--- config.mk ---
export PLATFORM = sky130hd
export DESIGN_NAME = cfg_data_axis_arbiter_flat
export DESIGN_NICKNAME = d
export VERILOG_FILES = /design/src/rtl/cfg_data_axis_arbiter_if.sv /design/src/rtl/cfg_data_axis_arbiter.sv /design/src/flat_wrapper.sv
export SDC_FILE = /design/constraint.sdc
export NUM_CORES = 1
export LEC_CHECK = 0
export BUFFER_PORTS_ARGS = -buffer_cell sky130_fd_sc_hd__buf_2
export CAP_MARGIN = 10
export CELL_PAD_IN_SITES_DETAIL_PLACEMENT = 1
export CELL_PAD_IN_SITES_GLOBAL_PLACEMENT = 2
export CORE_AREA = 2 2 641 643
export CTS_CLUSTER_DIAMETER = 150
export DETAILED_ROUTE_END_ITERATION = 8
export DIE_AREA = 0 0 643 645
export GPL_TIMING_DRIVEN = 1
export PLACE_DENSITY = 0.39
export SLEW_MARGIN = 40
export SYNTH_ARGS = -nofsm -noshare
export SYNTH_HDL_FRONTEND = slang
export SYNTH_SLANG_ARGS = --single-unit
--- constraint.sdc ---
create_clock -name axis_aclk -period 4.7 [get_ports axis_aclk]
set_input_delay 0.705 -clock axis_aclk [delete_from_list [all_inputs] [get_ports axis_aclk]]
set_output_delay 0.705 -clock axis_aclk [all_outputs]
set_load 0.01 [all_outputs]
--- src/rtl/cfg_data_axis_arbiter_if.sv ---
// AXI-stream bundle with 6-bit empty count and 11-bit queue id in tuser.
// The master drives payload and valid; the slave returns tready.
interface cfg_data_axis_arbiter_if #(
    parameter int DATA_WIDTH = 512
);
    logic [DATA_WIDTH-1:0] tdata;
    logic                  tvalid;
    logic                  tready;
    logic                  tlast;
    logic [5:0]            tuser_mty;
    logic [10:0]           tuser_qid;

    modport master (
        output tdata, tvalid, tlast, tuser_mty, tuser_qid,
        input  tready
    );

    modport slave (
        input  tdata, tvalid, tlast, tuser_mty, tuser_qid,
        output tready
    );
endinterface

--- src/rtl/cfg_data_axis_arbiter.sv ---
// Packet-atomic 2:1 AXI-stream arbiter (config vs data); 1 cycle to grant, 1-cycle registered output.
// Backpressure: the output register holds under m_tready=0 and the granted port sees tready=0.
module cfg_data_axis_arbiter #(
    parameter int DATA_WIDTH   = 512,
    parameter int CFG_PRIORITY = 1,
    parameter int STARVE_LIMIT = 4
) (
    input  logic                           axis_aclk,
    input  logic                           axis_aresetn,
    cfg_data_axis_arbiter_if.slave         s0,
    cfg_data_axis_arbiter_if.slave         s1,
    cfg_data_axis_arbiter_if.master        m,
    output logic                           busy,
    output logic                           grant,
    output logic [31:0]                    pkt_cnt0,
    output logic [31:0]                    pkt_cnt1
);
    localparam int LW = (STARVE_LIMIT < 1) ? 1 : $clog2(STARVE_LIMIT + 1);

    typedef enum logic {IDLE, LOCK} state_t;

    state_t                  state_q;
    logic                    grant_q;
    logic                    last_srv_q;
    logic [LW-1:0]           loss_q;
    logic                    m_vld_q;
    logic                    m_last_q;
    logic [DATA_WIDTH-1:0]   m_dat_q;
    logic [5:0]              m_mty_q;
    logic [10:0]             m_qid_q;
    logic [31:0]             cnt0_q;
    logic [31:0]             cnt1_q;

    logic                    grant_d;
    logic                    last_srv_d;
    logic [LW-1:0]           loss_d;

    logic                    out_free;
    logic                    accept;
    logic                    sel_vld;
    logic                    sel_last;
    logic [DATA_WIDTH-1:0]   sel_dat;
    logic [5:0]              sel_mty;
    logic [10:0]             sel_qid;

    assign out_free = !m_vld_q || m.tready;

    assign sel_vld  = grant_q ? s1.tvalid    : s0.tvalid;
    assign sel_last = grant_q ? s1.tlast     : s0.tlast;
    assign sel_dat  = grant_q ? s1.tdata     : s0.tdata;
    assign sel_mty  = grant_q ? s1.tuser_mty : s0.tuser_mty;
    assign sel_qid  = grant_q ? s1.tuser_qid : s0.tuser_qid;

    assign accept    = (state_q == LOCK) && sel_vld && out_free;
    assign s0.tready = (state_q == LOCK) && !grant_q && out_free;
    assign s1.tready = (state_q == LOCK) &&  grant_q && out_free;

    // Only a contested arbitration touches the starvation counter.
    always_comb begin
        grant_d    = grant_q;
        loss_d     = loss_q;
        last_srv_d = last_srv_q;
        if (s0.tvalid && s1.tvalid) begin
            if (CFG_PRIORITY != 0) begin
                if (loss_q >= LW'(STARVE_LIMIT)) begin
                    grant_d = 1'b1;
                    loss_d  = '0;
                end else begin
                    grant_d = 1'b0;
                    loss_d  = loss_q + LW'(1);
                end
            end else begin
                grant_d = !last_srv_q;
            end
        end else begin
            grant_d = s1.tvalid;
        end
        last_srv_d = grant_d;
    end

    always_ff @(posedge axis_aclk or negedge axis_aresetn) begin
        if (!axis_aresetn) begin
            state_q    <= IDLE;
            grant_q    <= 1'b0;
            last_srv_q <= 1'b1;
            loss_q     <= '0;
            m_vld_q    <= 1'b0;
            m_last_q   <= 1'b0;
            m_dat_q    <= '0;
            m_mty_q    <= '0;
            m_qid_q    <= '0;
            cnt0_q     <= '0;
            cnt1_q     <= '0;
        end else begin
            case (state_q)
                IDLE: begin
                    if (s0.tvalid || s1.tvalid) begin
                        state_q    <= LOCK;
                        grant_q    <= grant_d;
                        loss_q     <= loss_d;
                        last_srv_q <= last_srv_d;
                    end
                end
                LOCK: begin
                    if (accept && sel_last) begin
                        state_q <= IDLE;
                        if (grant_q) cnt1_q <= cnt1_q + 32'd1;
                        else         cnt0_q <= cnt0_q + 32'd1;
                    end
                end
                default: state_q <= IDLE;
            endcase

            // Output stage refills in the same cycle it drains.
            if (out_free) begin
                m_vld_q <= accept;
                if (accept) begin
                    m_last_q <= sel_last;
                    m_dat_q  <= sel_dat;
                    m_mty_q  <= sel_mty;
                    m_qid_q  <= sel_qid;
                end
            end
        end
    end

    assign m.tvalid    = m_vld_q;
    assign m.tlast     = m_last_q;
    assign m.tdata     = m_dat_q;
    assign m.tuser_mty = m_mty_q;
    assign m.tuser_qid = m_qid_q;

    assign busy     = (state_q == LOCK);
    assign grant    = grant_q;
    assign pkt_cnt0 = cnt0_q;
    assign pkt_cnt1 = cnt1_q;
endmodule
--- src/flat_wrapper.sv ---
// flat-port wrapper written by rule: the top's interface ports become plain ports
module cfg_data_axis_arbiter_flat 
#(
    parameter int DATA_WIDTH   = 512,
    parameter int CFG_PRIORITY = 1,
    parameter int STARVE_LIMIT = 4
)
  (axis_aclk, axis_aresetn, busy, grant, pkt_cnt0, pkt_cnt1, s0_tdata, s0_tvalid, s0_tlast, s0_tuser_mty, s0_tuser_qid, s0_tready, s1_tdata, s1_tvalid, s1_tlast, s1_tuser_mty, s1_tuser_qid, s1_tready, m_tdata, m_tvalid, m_tlast, m_tuser_mty, m_tuser_qid, m_tready);
  cfg_data_axis_arbiter_if #(.DATA_WIDTH(DATA_WIDTH)) s0_i ();
  cfg_data_axis_arbiter_if #(.DATA_WIDTH(DATA_WIDTH)) s1_i ();
  cfg_data_axis_arbiter_if #(.DATA_WIDTH(DATA_WIDTH)) m_i ();
  input  logic axis_aclk;
  input  logic axis_aresetn;
  output logic busy;
  output logic grant;
  output logic [31:0] pkt_cnt0;
  output logic [31:0] pkt_cnt1;
  input wire logic [$bits(s0_i.tdata)-1:0] s0_tdata;
  input wire logic [$bits(s0_i.tvalid)-1:0] s0_tvalid;
  input wire logic [$bits(s0_i.tlast)-1:0] s0_tlast;
  input wire logic [$bits(s0_i.tuser_mty)-1:0] s0_tuser_mty;
  input wire logic [$bits(s0_i.tuser_qid)-1:0] s0_tuser_qid;
  output wire logic [$bits(s0_i.tready)-1:0] s0_tready;
  input wire logic [$bits(s1_i.tdata)-1:0] s1_tdata;
  input wire logic [$bits(s1_i.tvalid)-1:0] s1_tvalid;
  input wire logic [$bits(s1_i.tlast)-1:0] s1_tlast;
  input wire logic [$bits(s1_i.tuser_mty)-1:0] s1_tuser_mty;
  input wire logic [$bits(s1_i.tuser_qid)-1:0] s1_tuser_qid;
  output wire logic [$bits(s1_i.tready)-1:0] s1_tready;
  output wire logic [$bits(m_i.tdata)-1:0] m_tdata;
  output wire logic [$bits(m_i.tvalid)-1:0] m_tvalid;
  output wire logic [$bits(m_i.tlast)-1:0] m_tlast;
  output wire logic [$bits(m_i.tuser_mty)-1:0] m_tuser_mty;
  output wire logic [$bits(m_i.tuser_qid)-1:0] m_tuser_qid;
  input wire logic [$bits(m_i.tready)-1:0] m_tready;
  assign s0_i.tdata = s0_tdata;
  assign s0_i.tvalid = s0_tvalid;
  assign s0_i.tlast = s0_tlast;
  assign s0_i.tuser_mty = s0_tuser_mty;
  assign s0_i.tuser_qid = s0_tuser_qid;
  assign s0_tready = s0_i.tready;
  assign s1_i.tdata = s1_tdata;
  assign s1_i.tvalid = s1_tvalid;
  assign s1_i.tlast = s1_tlast;
  assign s1_i.tuser_mty = s1_tuser_mty;
  assign s1_i.tuser_qid = s1_tuser_qid;
  assign s1_tready = s1_i.tready;
  assign m_tdata = m_i.tdata;
  assign m_tvalid = m_i.tvalid;
  assign m_tlast = m_i.tlast;
  assign m_tuser_mty = m_i.tuser_mty;
  assign m_tuser_qid = m_i.tuser_qid;
  assign m_i.tready = m_tready;
  cfg_data_axis_arbiter #(.DATA_WIDTH(DATA_WIDTH), .CFG_PRIORITY(CFG_PRIORITY), .STARVE_LIMIT(STARVE_LIMIT)) u_core (.axis_aclk(axis_aclk), .axis_aresetn(axis_aresetn), .s0(s0_i), .s1(s1_i), .m(m_i), .busy(busy), .grant(grant), .pkt_cnt0(pkt_cnt0), .pkt_cnt1(pkt_cnt1));
endmodule
==> impl_metrics.tcl <==
set metrics [dict create \
    status "finished, final reports clean" \
    io_pins 1664 \
    p_leak_nw 21.1 \
    grt_max_degree 118 \
    cts_resized 0 \
    drive_gt1_share_pct 43.7 \
    stdcell_area_mm2 0.0459 \
    grt_pass1_wl_um 388000 \
    fin_skew_ns 0.0391 \
    finalSetupTns_ns 0 \
    cp-end-kind "output port" \
    core_area_mm2 0.408 \
    setup_viol 0 \
    max_freq_mhz 291 \
    cts_setup_buffers 0 \
    vias 29200 \
    h-tree-depth 3 \
    vias_per_cell 2.94 \
    std_cell_rows 235 \
    syn_area_per_cell_um2 10.4 \
    cts-hold-fix-buffers 1 \
    critPathMaxFanout 37 \
    grt_use_total_pct 14.9 \
    port_buffers 1663 \
    maxCapViolations 0 \
    die_y_um 645 \
    grt_overflow_total 0 \
    initial_core_util_pct 6.64 \
    antenna_found_initial 488 \
    hpwlAfterDp_um 285000 \
    startpoint_type "flip-flop" \
    crit_type "flip-flop to output port" \
    fp.dieW_um 643 \
    cp.arrival_ns 2.73 \
    grt_pass1_vias 29400 \
    die_area_mm2 0.415 \
    min_period_ns 3.44 \
    synth_area_mm2 0.0271 \
    tightest_slew_ns 0.893 \
    layout_commonest_cell "buf_2" \
    clock_latency_ns 0.81 \
    final_cell_mix "buf_2, dfrtp_1, nand2_1" \
    layout.nets 5315 \
    ys_seq_area_share_pct 55.4 \
    ys_ff_latch 600 \
    finalHoldViolations 0 \
    clkSinkCount 600 \
    slew_violations 0 \
    max_slew_margin_pct 40.5 \
    avgRoutedWirePerCell_um 32.2 \
    numCtsBuffers 98 \
    power_density_mw_per_mm2 635 \
    yosysUniqueCellTypes 32 \
    dpl_cell_area_mm2 0.0423 \
    hold_path_class "primary input to flip-flop" \
    cts.path.max_buffers 4 \
    ant_nets 0 \
    ir_drop_mv 0.289 \
    clkTransAtPathRegs_ns 0.06 \
    yosysWarnings 0 \
    finalWirelength_um 319000 \
    rsz0062_at_grt "no" \
    finalCritPeriodShare_pct 73.1 \
    synth_cells 2598 \
    dr.pass1.iters 5 \
    fin_util_pct 11.2 \
    drt_iter0_drc 1783 \
    areaGrowthSynthToFinish_pct 69.2 \
    cts_root_buf "clkbuf_16" \
    gp_congestion 0.985 \
    synth_nets 3667 \
    cts_tree "built" \
    critPathRequiredTime_ns 3.99 \
    post-route-drc-count 0 \
]
-- routing by layer --
layer,vias to the layer above,routed length [µm],GRT usage (%)
met1,13900,115000,15.8
li1,12500,-,-
met3,898,37000,7.55
met5,-,1580,0
met4,218,11100,3.82
met2,1663,155000,25.9
-- flip-flops by register name, summed over array words and instances, names as in the netlist --
name and flops:
u_core.busy 1, u_core.grant 1, u_core.loss_q 3, u_core.m.tdata 512, u_core.m.tlast 1, u_core.m.tuser_mty 6
u_core.m.tuser_qid 11, u_core.m.tvalid 1, u_core.pkt_cnt0 32, u_core.pkt_cnt1 32
-- report_power, final --
part / total, mW / switching [mW] / internal [mW]
sequential: 8.90 / 1.43 / 7.47
clock: 7.59 / 3.02 / 4.56
combinational: 12.7 / 8.36 / 4.29
total: 29.1 / 12.8 / 16.3
-- final timing paths --
path,startpoint,end,slack (ns),cells past startpoint
worst min-delay path,s0_tdata[373],u_core.m.tdata[373]$_DFFE_PN0P_,0.16,3
worst max-delay path,u_core.grant$_DFFE_PN0P_,s0_tready,1.26,3
min in group asynchronous,axis_aresetn,u_core.m.tdata[318]$_DFFE_PN0P_,0.35,2
worst min register to register,u_core.m.tdata[274]$_DFFE_PN0P_,u_core.m.tdata[274]$_DFFE_PN0P_,0.47,2
max in group asynchronous,axis_aresetn,u_core.m.tdata[27]$_DFFE_PN0P_,3.04,4
worst max register to register,u_core.grant$_DFFE_PN0P_,u_core.pkt_cnt1[11]$_DFFE_PN0P_,1.75,5
-- logic make-up (layout without fill, tap and decap cells) --
group                      Yosys count  count (layout)  share of synthesized area, %
AOI/OAI and AO/OA                  536             536                          9.91
xor gates and xnor gates            62              62                          2.00
adders and majority gates            4               4                         0.185
buffers and inverters              185            1905                          2.72
DFF                                600             600                          55.4
muxes                              531             531                          19.6
other                                0             155                             0
and+or+nand+nor                    680             680                          10.2
-- critical path, stage by stage, from the launching register on --
cell     delay, ns
dfrtp_4       0.87
buf_4         0.67
nor2_1        0.11
buf_2         0.17
-- Yosys cell counts, drive strengths merged --
library cell  count  area share (%)
and3              9            0.21
nand4            16            0.39
or4               4            0.12
mux2i           529              20
xor2             12            0.39
a21o              2           0.055
a21oi             1           0.018
nand2           568             7.9
ha                4            0.18
nor4              3           0.092
nor2b             2           0.046
clkbuf          133             1.8
buf              47            0.81
or2               1           0.023
and4              2           0.065
and2              1           0.023
or3               3           0.069
inv               5           0.069
xnor2            50             1.6
mux2              2           0.083
nor2             16            0.22
nor3             17            0.31
and3b             1           0.032
nand2b            2           0.046
nand3            35            0.65
o21ai           533             9.8
dfrtp           600              55
-- cell type report --
type	instances	area, µm²
diodes	155	388
clock buffers	147	2870
well taps	5451	6820
clock inverters	25	337
multi-input cells	1813	11400
flip-flops and latches	600	15000
inverters	5	18.8
repair buffers	1728	9020
fillers	48600	362000
-- per-stage QoR --
stage,std cells,setup WS (ns),power (mW),hold slack (ns)
after floorplan,2598,2.42,14.6,0.409
after global placement,9595,1.76,22.0,0.456
after detailed placement,9596,1.69,22.1,0.465
after CTS,9769,1.13,30.1,0.0424
after global routing,9838,1.10,31.1,0.0962
final,9924,1.26,29.1,0.161
Note: power is estimated with default switching activity, not from simulation.
